==> config.mk <==
export PLATFORM = sky130hd
export DESIGN_NAME = demux_1to3_buf
export DESIGN_NICKNAME = d
export VERILOG_FILES = /design/src/rtl/demux_1to3_buf.sv
export SDC_FILE = /design/constraint.sdc
export NUM_CORES = 1
export LEC_CHECK = 0
export ABC_AREA = 1
export BUFFER_PORTS_ARGS = -buffer_cell sky130_fd_sc_hd__buf_2
export CORE_ASPECT_RATIO = 0.9
export CORE_MARGIN = 1
export CORE_UTILIZATION = 55
export DETAILED_ROUTE_END_ITERATION = 6
export PLACE_DENSITY = 0.9
export SYNTH_ARGS = -nofsm -noshare
export SYNTH_HDL_FRONTEND = slang
export SYNTH_SLANG_ARGS = --single-unit
==> constraint.sdc <==
create_clock -name clk_i -period 2.04 [get_ports clk_i]
set_input_delay 0 -clock clk_i [delete_from_list [all_inputs] [get_ports clk_i]]
set_output_delay 0 -clock clk_i [all_outputs]
set_load 0.01 [all_outputs]
==> src/rtl/demux_1to3_buf.sv <==
`default_nettype none
// ============================================================================
// Module   : demux_1to3_buf
// Brief    : Registered 1-to-3 demultiplexer. Each input word goes to one of
//            three single-entry holding registers, and each register drains
//            through its own valid/ready handshake.
// Revision : 1.0 - initial release
// ============================================================================
module demux_1to3_buf #(
    parameter int SIZE = 32
) (
    input  logic            clk_i,
    input  logic            rst_i,
    input  logic [SIZE-1:0] data_i,
    input  logic [1:0]      select_i,
    input  logic            valid_i,
    output logic            ready_o,
    output logic [SIZE-1:0] data0_o,
    output logic            valid0_o,
    input  logic            ready0_i,
    output logic [SIZE-1:0] data1_o,
    output logic            valid1_o,
    input  logic            ready1_i,
    output logic [SIZE-1:0] data2_o,
    output logic            valid2_o,
    input  logic            ready2_i,
    output logic            sel_err_o
);

    localparam int c_NUM_CH = 3;

    logic [c_NUM_CH-1:0]           w_onehot;
    logic [c_NUM_CH-1:0]           w_cons_rdy;
    logic                          w_accept;
    logic [c_NUM_CH-1:0]           r_valid_q;
    logic [c_NUM_CH-1:0]           w_valid_d;
    logic [c_NUM_CH-1:0][SIZE-1:0] r_data_q;
    logic [c_NUM_CH-1:0][SIZE-1:0] w_data_d;
    logic                          r_sel_err_q;
    logic                          w_sel_err_d;

    assign w_cons_rdy = {ready2_i, ready1_i, ready0_i};

    // Same priority as the datapath 3:1 mux: 2'b11 falls through to ch0
    always_comb begin
        w_onehot = 3'b001;
        case (select_i)
            2'b10:   w_onehot = 3'b100;
            2'b01:   w_onehot = 3'b010;
            default: w_onehot = 3'b001;
        endcase
    end

    // Target can take a word if it is empty or being drained on this edge
    assign ready_o  = rst_i && ~|(w_onehot & r_valid_q & ~w_cons_rdy);
    assign w_accept = valid_i && ready_o;

    always_comb begin
        w_valid_d   = r_valid_q;
        w_data_d    = r_data_q;
        w_sel_err_d = r_sel_err_q || (w_accept && (select_i == 2'b11));
        for (int k = 0; k < c_NUM_CH; k++) begin
            if (w_accept && w_onehot[k]) begin
                w_valid_d[k] = 1'b1;
                w_data_d[k]  = data_i;
            end else if (w_cons_rdy[k]) begin
                w_valid_d[k] = 1'b0;
            end
        end
    end

    always_ff @(posedge clk_i) begin
        if (!rst_i) begin
            r_valid_q   <= '0;
            r_data_q    <= '0;
            r_sel_err_q <= 1'b0;
        end else begin
            r_valid_q   <= w_valid_d;
            r_data_q    <= w_data_d;
            r_sel_err_q <= w_sel_err_d;
        end
    end

    assign data0_o   = r_data_q[0];
    assign data1_o   = r_data_q[1];
    assign data2_o   = r_data_q[2];
    assign valid0_o  = r_valid_q[0];
    assign valid1_o  = r_valid_q[1];
    assign valid2_o  = r_valid_q[2];
    assign sel_err_o = r_sel_err_q;

endmodule
`default_nettype wire

# ---- Word-level counts from Yosys, hierarchy flattened
# Cells that the tools add are included.
dict set report classes {
  n_eq_ne 3
  reduce_logical 12
  muxes 7
  bitwise 3
}
# op n
set ops {}
lappend ops {{3-bit bitwise AND} 2}
lappend ops {{1-bit logical AND} 6}
lappend ops {{1-bit 2-to-1 mux} 6}
lappend ops {{3-bit case mux with 2 select lines} 1}
lappend ops {{2-bit nonzero test} 3}
lappend ops {{2-bit == test (second input constant)} 2}
lappend ops {{3-bit inverter} 1}
lappend ops {{3-bit OR reduction} 1}
lappend ops {{2-bit by 1-bit == test with 1-bit output (second input constant)} 1}
lappend ops {{1-bit logical NOT} 1}
lappend ops {{1-bit logical OR} 1}
dict set report word_totals {
  ff_bits 100
  out_inout_bits 101
  elab_cells 32
}

# ---- Depth between registers and ports, before layout
# Gate-level depths: netlist of the first run.
dict set report depth {
  ltp_word 10
  mapped_depth 12
  depth_no_buf 9
}

# ---- Worst setup path after synthesis of the first run
# OpenSTA, ideal clock, no wires.
dict set report synth_timing {
  path_kind {input -> register}
  startpoint {input select_i[0]}
  endpoint {register r_data_q (netlist bit data1_o[22])}
  path_buffers 4
  arrival_time_ns 1.243
  cell_stages 12
  required_ns 1.930
  slack_ns 0.687
  path_cell_list {inv_1 > ha_1 > buf_2 > nand3_1 > nand2_1 > nor2_2 > buf_6 > buf_6 > buf_6 > nand4_1 > nand2_1 > nor2_1}
}
dict set report synth_via {
  elab_chain_cells 9
}
# element line_no
set synth_lines {}
lappend synth_lines {{start: declaration} 15} ;# input logic [1:0] select_i,
lappend synth_lines {{2-bit by 1-bit == test with 1-bit output or 2-bit == test (tied branches)} 47} ;# case (select_i)
lappend synth_lines {{3-bit case mux with 2 select lines *} 47}
lappend synth_lines {{3-bit bitwise AND (2 in a row)} 55} ;# assign ready_o = rst_i && ~|(w_onehot & r_valid_q & ~w_cons_rdy);
lappend synth_lines {{3-bit OR reduction} 55}
lappend synth_lines {{1-bit logical NOT} 55}
lappend synth_lines {{1-bit logical AND} 55}
lappend synth_lines {{1-bit logical AND} 56} ;# assign w_accept = valid_i && ready_o;
lappend synth_lines {{1-bit logical AND *} 63} ;# if (w_accept && w_onehot[k]) begin
lappend synth_lines {{end signal: assignment} 79} ;# r_data_q <= w_data_d;
lappend synth_lines {{end: declaration} 37} ;# logic [c_NUM_CH-1:0][SIZE-1:0] r_data_q;
# Every way passes the cells marked *; elsewhere a longest branch is shown, timed or not.
# A chain may end at the register's enable or synchronous reset.

# ---- Worst setup path in the final report of the first run
dict set report layout_timing {
  startpoint {register r_valid_q[0]}
  endpoint {register r_data_q (netlist bit data1_o[27])}
}
dict set report layout_via {
  elab_chain_cells 7
}
# element line_no
set layout_lines {}
lappend layout_lines {{start: declaration} 35} ;# logic [c_NUM_CH-1:0] r_valid_q;
lappend layout_lines {{start signal: assignment} 78} ;# r_valid_q <= w_valid_d;
lappend layout_lines {{3-bit bitwise AND (2 in a row)} 55}
lappend layout_lines {{3-bit OR reduction} 55}
lappend layout_lines {{1-bit logical NOT} 55}
lappend layout_lines {{1-bit logical AND} 55}
lappend layout_lines {{1-bit logical AND} 56}
lappend layout_lines {{1-bit logical AND} 63}
# Every way passes these cells.

==> impl_metrics.json, run 1 <==
{
  "grt_max_degree": 98,
  "max_cap_violations": 0,
  "wl_mm": 12.7,
  "clkPwrFrac": 0.301,
  "slew_headroom": 0.360,
  "synthesis.area_um2": 4990,
  "start_util": 0.574,
  "drt-initial-drc-count": 247,
  "grt_pass1_wl_mm": 20.3,
  "io_pins": 141,
  "swShare": 0.295,
  "stdcell_area_um2": 6140,
  "cts_htree_levels": 3,
  "clk_pin_slew_ns": 0.10,
  "ff2ff_setup_slack_ns": 0.45,
  "wl_met3_um": 942,
  "insertion_delay_ns": 0.36,
  "root_buffer": "clkbuf_8",
  "avgSynthCellArea_um2": 6.33,
  "placedCellCount": 1006,
  "critPathCaptureType": "flip-flop",
  "path_max_fanout": 33,
  "first_pass_iters": 5,
  "fin_ws_ns": 0.454,
  "die_area_um2": 9460,
  "dr_wl_met2_mm": 5.98,
  "grt_util_all_layers": 0.273,
  "critical_path.startpoint": "r_valid_q[0]",
  "vias": 4983,
  "fin_crit_ns": 1.59,
  "synth_fp_nets": 832,
  "ant_nets": 0,
  "status": "completed",
  "met1_length_mm": 5.58,
  "period_share": 0.778,
  "rows": 32,
  "n_fill_cell": 727,
  "overflow": 0,
  "leakage_nw": 3.51,
  "critPathArrivalTime_ns": 1.88,
  "cts_made_buffers": 9,
  "fp.dieW_um": 102,
  "start_kind": "flip-flop",
  "grt_pass1_vias": 4414,
  "pwr_density_cell_nw_per_um2": 654,
  "required_ns": 2.33,
  "drv_slew": 0,
  "final_core_util": 0.707,
  "ys_ff_latch": 100,
  "preCtsSetupSlack_ns": 0.288,
  "hold_violations": 0,
  "gp_congestion": 0.801,
  "wl_per_cell_um": 12.1,
  "cts_sinks": 100,
  "fin_nets": 971,
  "placed_cell_area_um2": 5660,
  "power_mw": 4.02,
  "hold_slack_ns": 0.0191,
  "cts_tree": "built",
  "postSynthCellCount": 789,
  "fin_cells": 1052,
  "hp-start": "data_i[18]",
  "synth.largest_area_cell": "dfxtp_1",
  "seq_power_share": 0.520,
  "clock_skew_ns": 0.0140,
  "yosysUniqueCellTypes": 15,
  "core_area_um2": 8690,
  "worst_pin_slew_ns": 0.960,
  "layout-drive-gt1-share": 0.189,
  "fmax_mhz": 630,
  "synth_top_area_share": 0.401,
  "switchingPower_mw": 1.18,
  "rsz0062_at_grt": "false",
  "pwr-share-comb": 0.179,
  "drc_errors": 0,
  "dp_hpwl_mm": 7.80,
  "r2r_start": "r_valid_q[0]",
  "tns_ns": 0,
  "routed_via_density": 4.74,
  "setup_viol": 0,
  "hold_path.class": "input pin to flip-flop",
  "synth_warnings": 0,
  "antenna_cells": 0,
  "post-cts-setup-buffers": 0,
  "dr.max_layer_used": "met4",
  "area_growth_pct": 23.1,
  "port_buffers": 140,
  "die_h_um": 92.4,
  "cts_buffer_depth": 2,
  "antenna_found_initial": 0,
  "critPathKind": "flip-flop to flip-flop",
  "seq_area_frac_synth": 0.401,
  "power.internal_mw": 2.83,
  "ys_top_cells_by_area": "dfxtp_1 (40%), inv_1 (17%), nand2_1 (15%)",
  "vdd_drop_max_mv": 0.514
}
## state kept, by name, indices dropped and copies added, names as in the netlist
signal	count
data2_o	32
data0_o	32
sel_err_o	1
data1_o	32
r_valid_q	3
## logic make-up (layout without fill, tap and decap cells)
family | count (synthesis) | after routing | synth area share
fa+ha+maj | 3 | 3 | 0.00752
simple gates | 397 | 397 | 0.354
flops | 100 | 100 | 0.401
buf+inv | 285 | 429 | 0.233
compound gates | 4 | 4 | 0.00401
## final timing paths
| path | to | cells past startpoint |
|---|---|---|
| setup / recovery | data1_o[27] | 7 |
| hold / removal | data2_o[18] | 5 |
| hold reg to reg | sel_err_o | 2 |
| setup reg to reg | data1_o[27] | 7 |
## cells in the final DEF (no fill, tap or decap)
cell type | netlist | layout
buf_12 | 0 | 1
nand3_4 | 2 | 2
clkinvlp_4 | 0 | 2
dfxtp_1 | 100 | 100
inv_1 | 225 | 225
buf_2 | 16 | 138
buf_4 | 0 | 13
nor2_1 | 96 | 96
nand2_1 | 197 | 197
nor2_4 | 0 | 1
ha_1 | 3 | 3
inv_6 | 0 | 1
dlygate4sd3_1 | 0 | 30
nand4_1 | 96 | 96
nand3_1 | 5 | 5
clkbuf_8 | 0 | 11
clkinv_4 | 0 | 1
clkbuf_1 | 12 | 1
inv_2 | 6 | 6
a21oi_1 | 4 | 4
## timing repair
item	4_1_cts	5_1_grt
gates resized for setup	0	0
hold endpoints to repair	53	0
endpoints found under the setup margin	0	0
hold buffers	30	0
## per-layer routing
metal | global-route usage | up-vias
met4 | 0.0738 | 0
met2 | 0.459 | 174
met5 | 0 | -
met3 | 0.0649 | 18
met1 | 0.348 | 2201
li1 | - | 2590
## area by class of cell
cell class	count	area [um^2]	area share
clock buffer	12	155	0.0253
sequential	100	2000	0.326
clock inverter	4	32.5	0.00530
timing repair buffer	182	1110	0.180
multi-input combinational	404	1830	0.298
inverter	231	867	0.141
tap	119	149	0.0242
## cell usage after synthesis (all sizes together)
cell type	number
clkbuf	12
nand3	7
ha	3
nand4	96
a21oi	4
nor2	97
buf	42
inv	231
nand2	197
dfxtp	100
## power groups by stage
stage | Clock [mW] | Combinational (mW) | Sequential, mW
floorplan | 0 | 0.419 | 2.17
CTS | 1.24 | 0.711 | 2.09
finish | 1.21 | 0.718 | 2.09
detailed placement | 0 | 0.664 | 2.13
global placement | 0 | 0.651 | 2.13
global route | 1.31 | 0.809 | 2.10
## worst max-delay path, cell delays in order (launching register included)
cell and delay, ns:
dfxtp_1 0.34, nand3_1 0.09, nand2_1 0.09, nor2_4 0.25, nand3_4 0.41, nand2_1 0.18
inv_1 0.05, nor2_1 0.12
No activity file was read; power rests on OpenSTA's default activity.
==> inputs of run 2 (changes only) <==
Settings changed: ABC_AREA 1 to 0, CORE_UTILIZATION 55 to 49, PLACE_DENSITY 0.9 to 0.85.
Clock period 2.04 ns to 1.6 ns, I/O delays scaled along.
==> impl_metrics.json, run 2 <==
{
  "cts_htree_levels": 3,
  "insertion_delay_ns": 0.34,
  "io_pins": 141,
  "postSynthCellCount": 378,
  "start_util": 0.511,
  "gp_congestion": 0.772,
  "grt_pass1_wl_mm": 14.4,
  "antenna_found_initial": 0,
  "die_h_um": 86.4,
  "layout-drive-gt1-share": 0.310,
  "drt-initial-drc-count": 105,
  "yosysUniqueCellTypes": 21,
  "yosysMostFrequentCell": "nand2_1",
  "synth_top_area_share": 0.517,
  "setup_viol": 0,
  "rr_endpoint": "r_valid_q[0]",
  "path_cells": "dlygate4sd3_1, buf_2, nand2b_4, o22a_4, nand4_1, a21boi_0, dlygate4sd3_1",
  "cpPeakStageDelay_ns": 0.55,
  "synth_warnings": 0,
  "cts_tree": "built",
  "slowest_stage": "dlygate4sd3_1",
  "hold_violations": 0,
  "grt_pass1_vias": 3096,
  "crit_top_cell": "dlygate4sd3_1",
  "fin_nets": 592,
  "drv_slew": 0,
  "wl_per_cell_um": 13.9,
  "drc_errors": 0,
  "synthTopCellsByCount": "nand2_1 (128), dfxtp_1 (100), mux2i_1 (96)",
  "avgSynthCellArea_um2": 10.3,
  "seq_area_frac_synth": 0.517,
  "async_flop_share": 0,
  "cts_buffer_depth": 2,
  "overflow": 0,
  "required_ns": 1.84,
  "ff_latch_area_um2": 2000,
  "synthFlopType": "dfxtp_1",
  "grt_util_all_layers": 0.224,
  "clock_skew_ns": 0.00996,
  "critPathArrivalTime_ns": 1.79,
  "min_to": "sel_err_o",
  "synth_edf_count": 0,
  "n_fill_cell": 596,
  "post-cts-setup-buffers": 0,
  "path_max_fanout": 8,
  "tns_ns": 0,
  "wl_mm": 9.07,
  "fmax_mhz": 647,
  "ff2ff_setup_slack_ns": 0.08,
  "rsz0062_at_grt": "false",
  "dp_hpwl_mm": 5.92,
  "start_kind": "input pin",
  "critPathCaptureType": "flip-flop",
  "worst_pin_slew_ns": 0.352,
  "area_growth_pct": 33.5,
  "fp.dieW_um": 95.7,
  "synth_fp_nets": 421,
  "fin_crit_ns": 1.55,
  "die_area_um2": 8270,
  "hold_depth": 3,
  "vias": 3205,
  "critPathKind": "input pin to flip-flop",
  "slew_headroom": 0.765,
  "synth.largest_area_cell": "dfxtp_1",
  "vdd_drop_max_mv": 0.455,
  "leakage_nw": 2.34,
  "status": "completed",
  "first_pass_iters": 4,
  "mostFrequentLayoutCell": "buf_2",
  "cts_made_buffers": 9,
  "core_area_um2": 7580,
  "clk_pin_slew_ns": 0.09,
  "period_share": 0.967,
  "grt_max_degree": 70,
  "routed_via_density": 4.93,
  "ant_nets": 0,
  "critPathTopFamily": "buffers and inverters",
  "cts_sinks": 100,
  "pwr_density_cell_nw_per_um2": 889,
  "hp-start": "valid_i",
  "antenna_cells": 0,
  "max_cap_violations": 0,
  "root_buffer": "clkbuf_8",
  "r2r_start": "r_valid_q[0]",
  "multi_input_area_um2": 1640,
  "hold_path.class": "input pin to flip-flop",
  "reg2reg_depth": 5,
  "port_buffers": 140,
  "ys_top_cells_by_area": "dfxtp_1 (52%), mux2i_1 (25%), nand2_1 (12%)",
  "hold_slack_ns": 0.0419,
  "rows": 30,
  "synthesis.area_um2": 3870,
  "mostFrequentLayoutCells": "buf_2 (139), nand2_1 (128), dfxtp_1 (98)",
  "crit_buf_inv": 3,
  "ys_ff_latch": 100
}
==> run 2: cell count changes after synthesis, moves of 15 or more <==
| cell | previous run | this run |
|---|---|---|
| buf_1 | 16 | 1 |
| inv_1 | 225 | 4 |
| mux2i_1 | 0 | 96 |
| nand2_1 | 197 | 128 |
| nand4_1 | 96 | 2 |
| nor2_1 | 96 | 0 |
==> run 2: through the flow <==
stage	cells	area (um^2)	utilization	total power, mW	setup slack [ns]
6_report	650	5170	0.682	4.60	0.0536
5_1_grt	650	5170	0.682	4.79	0.00295
4_1_cts	650	5170	0.682	4.63	0.0607
3_5_place_dp	596	4610	0.608	3.11	0.0700
3_3_place_gp	596	4610	0.608	3.09	0.153
2_1_floorplan	378	3870	-	2.94	0.230
==> run 2: worst max path at each step <==
stage                      start      endpoint  slack (ns)  cells after the start
floorplan           r_valid_q[0]   data2_o[14]        0.23                      6
global route            ready0_i  r_valid_q[0]       0.003                      7
CTS                 r_valid_q[0]  r_valid_q[0]        0.06                      5
global placement     select_i[0]   data2_o[26]        0.15                      8
detailed placement   select_i[0]   data2_o[30]        0.07                      8
finish                  ready0_i  r_valid_q[0]        0.05                      7
==> run 2: logic make-up after synthesis <==
logic type	count (synthesis)	share of synthesized area
simple gates	143	0.152
flops	100	0.517
mux	96	0.248
buf+inv	31	0.0607
compound gates	5	0.0126
fa+ha+maj	3	0.00969
==> run 2: cell type report <==
type | count | share of cell area
multi-input combinational | 247 | 0.317
inverter | 4 | 0.00290
timing repair buffer | 187 | 0.235
sequential | 100 | 0.387
tap | 96 | 0.0232
clock inverter | 4 | 0.00653
clock buffer | 12 | 0.0281
==> run 2: power by group <==
part,switching [mW],leakage [nW],internal [mW]
clock,0.849,0.0872,0.622
sequential,0.0399,0.811,2.56
combinational,0.266,1.44,0.258
==> run 2: worst min-delay path: stages <==
cell	delay, ns
buf_2	0.14
a41oi_1	0.13
nor2b_1	0.09
==> run 2: layer usage <==
| metal | wire, um | track usage | vias up |
|---|---|---|---|
| li1 | - | - | 1582 |
| met1 | 3930 | 0.259 | 1493 |
| met2 | 4440 | 0.388 | 114 |
| met5 | 0 | 0 | - |
| met3 | 559 | 0.0640 | 16 |
| met4 | 139 | 0.0868 | 0 |
==> run 2: repair_timing <==
item                       4_1_cts  5_1_grt
hold endpoints to repair        99        0
setup endpoints to repair        0        2
hold buffers                    38        0
gates resized for setup          0        2
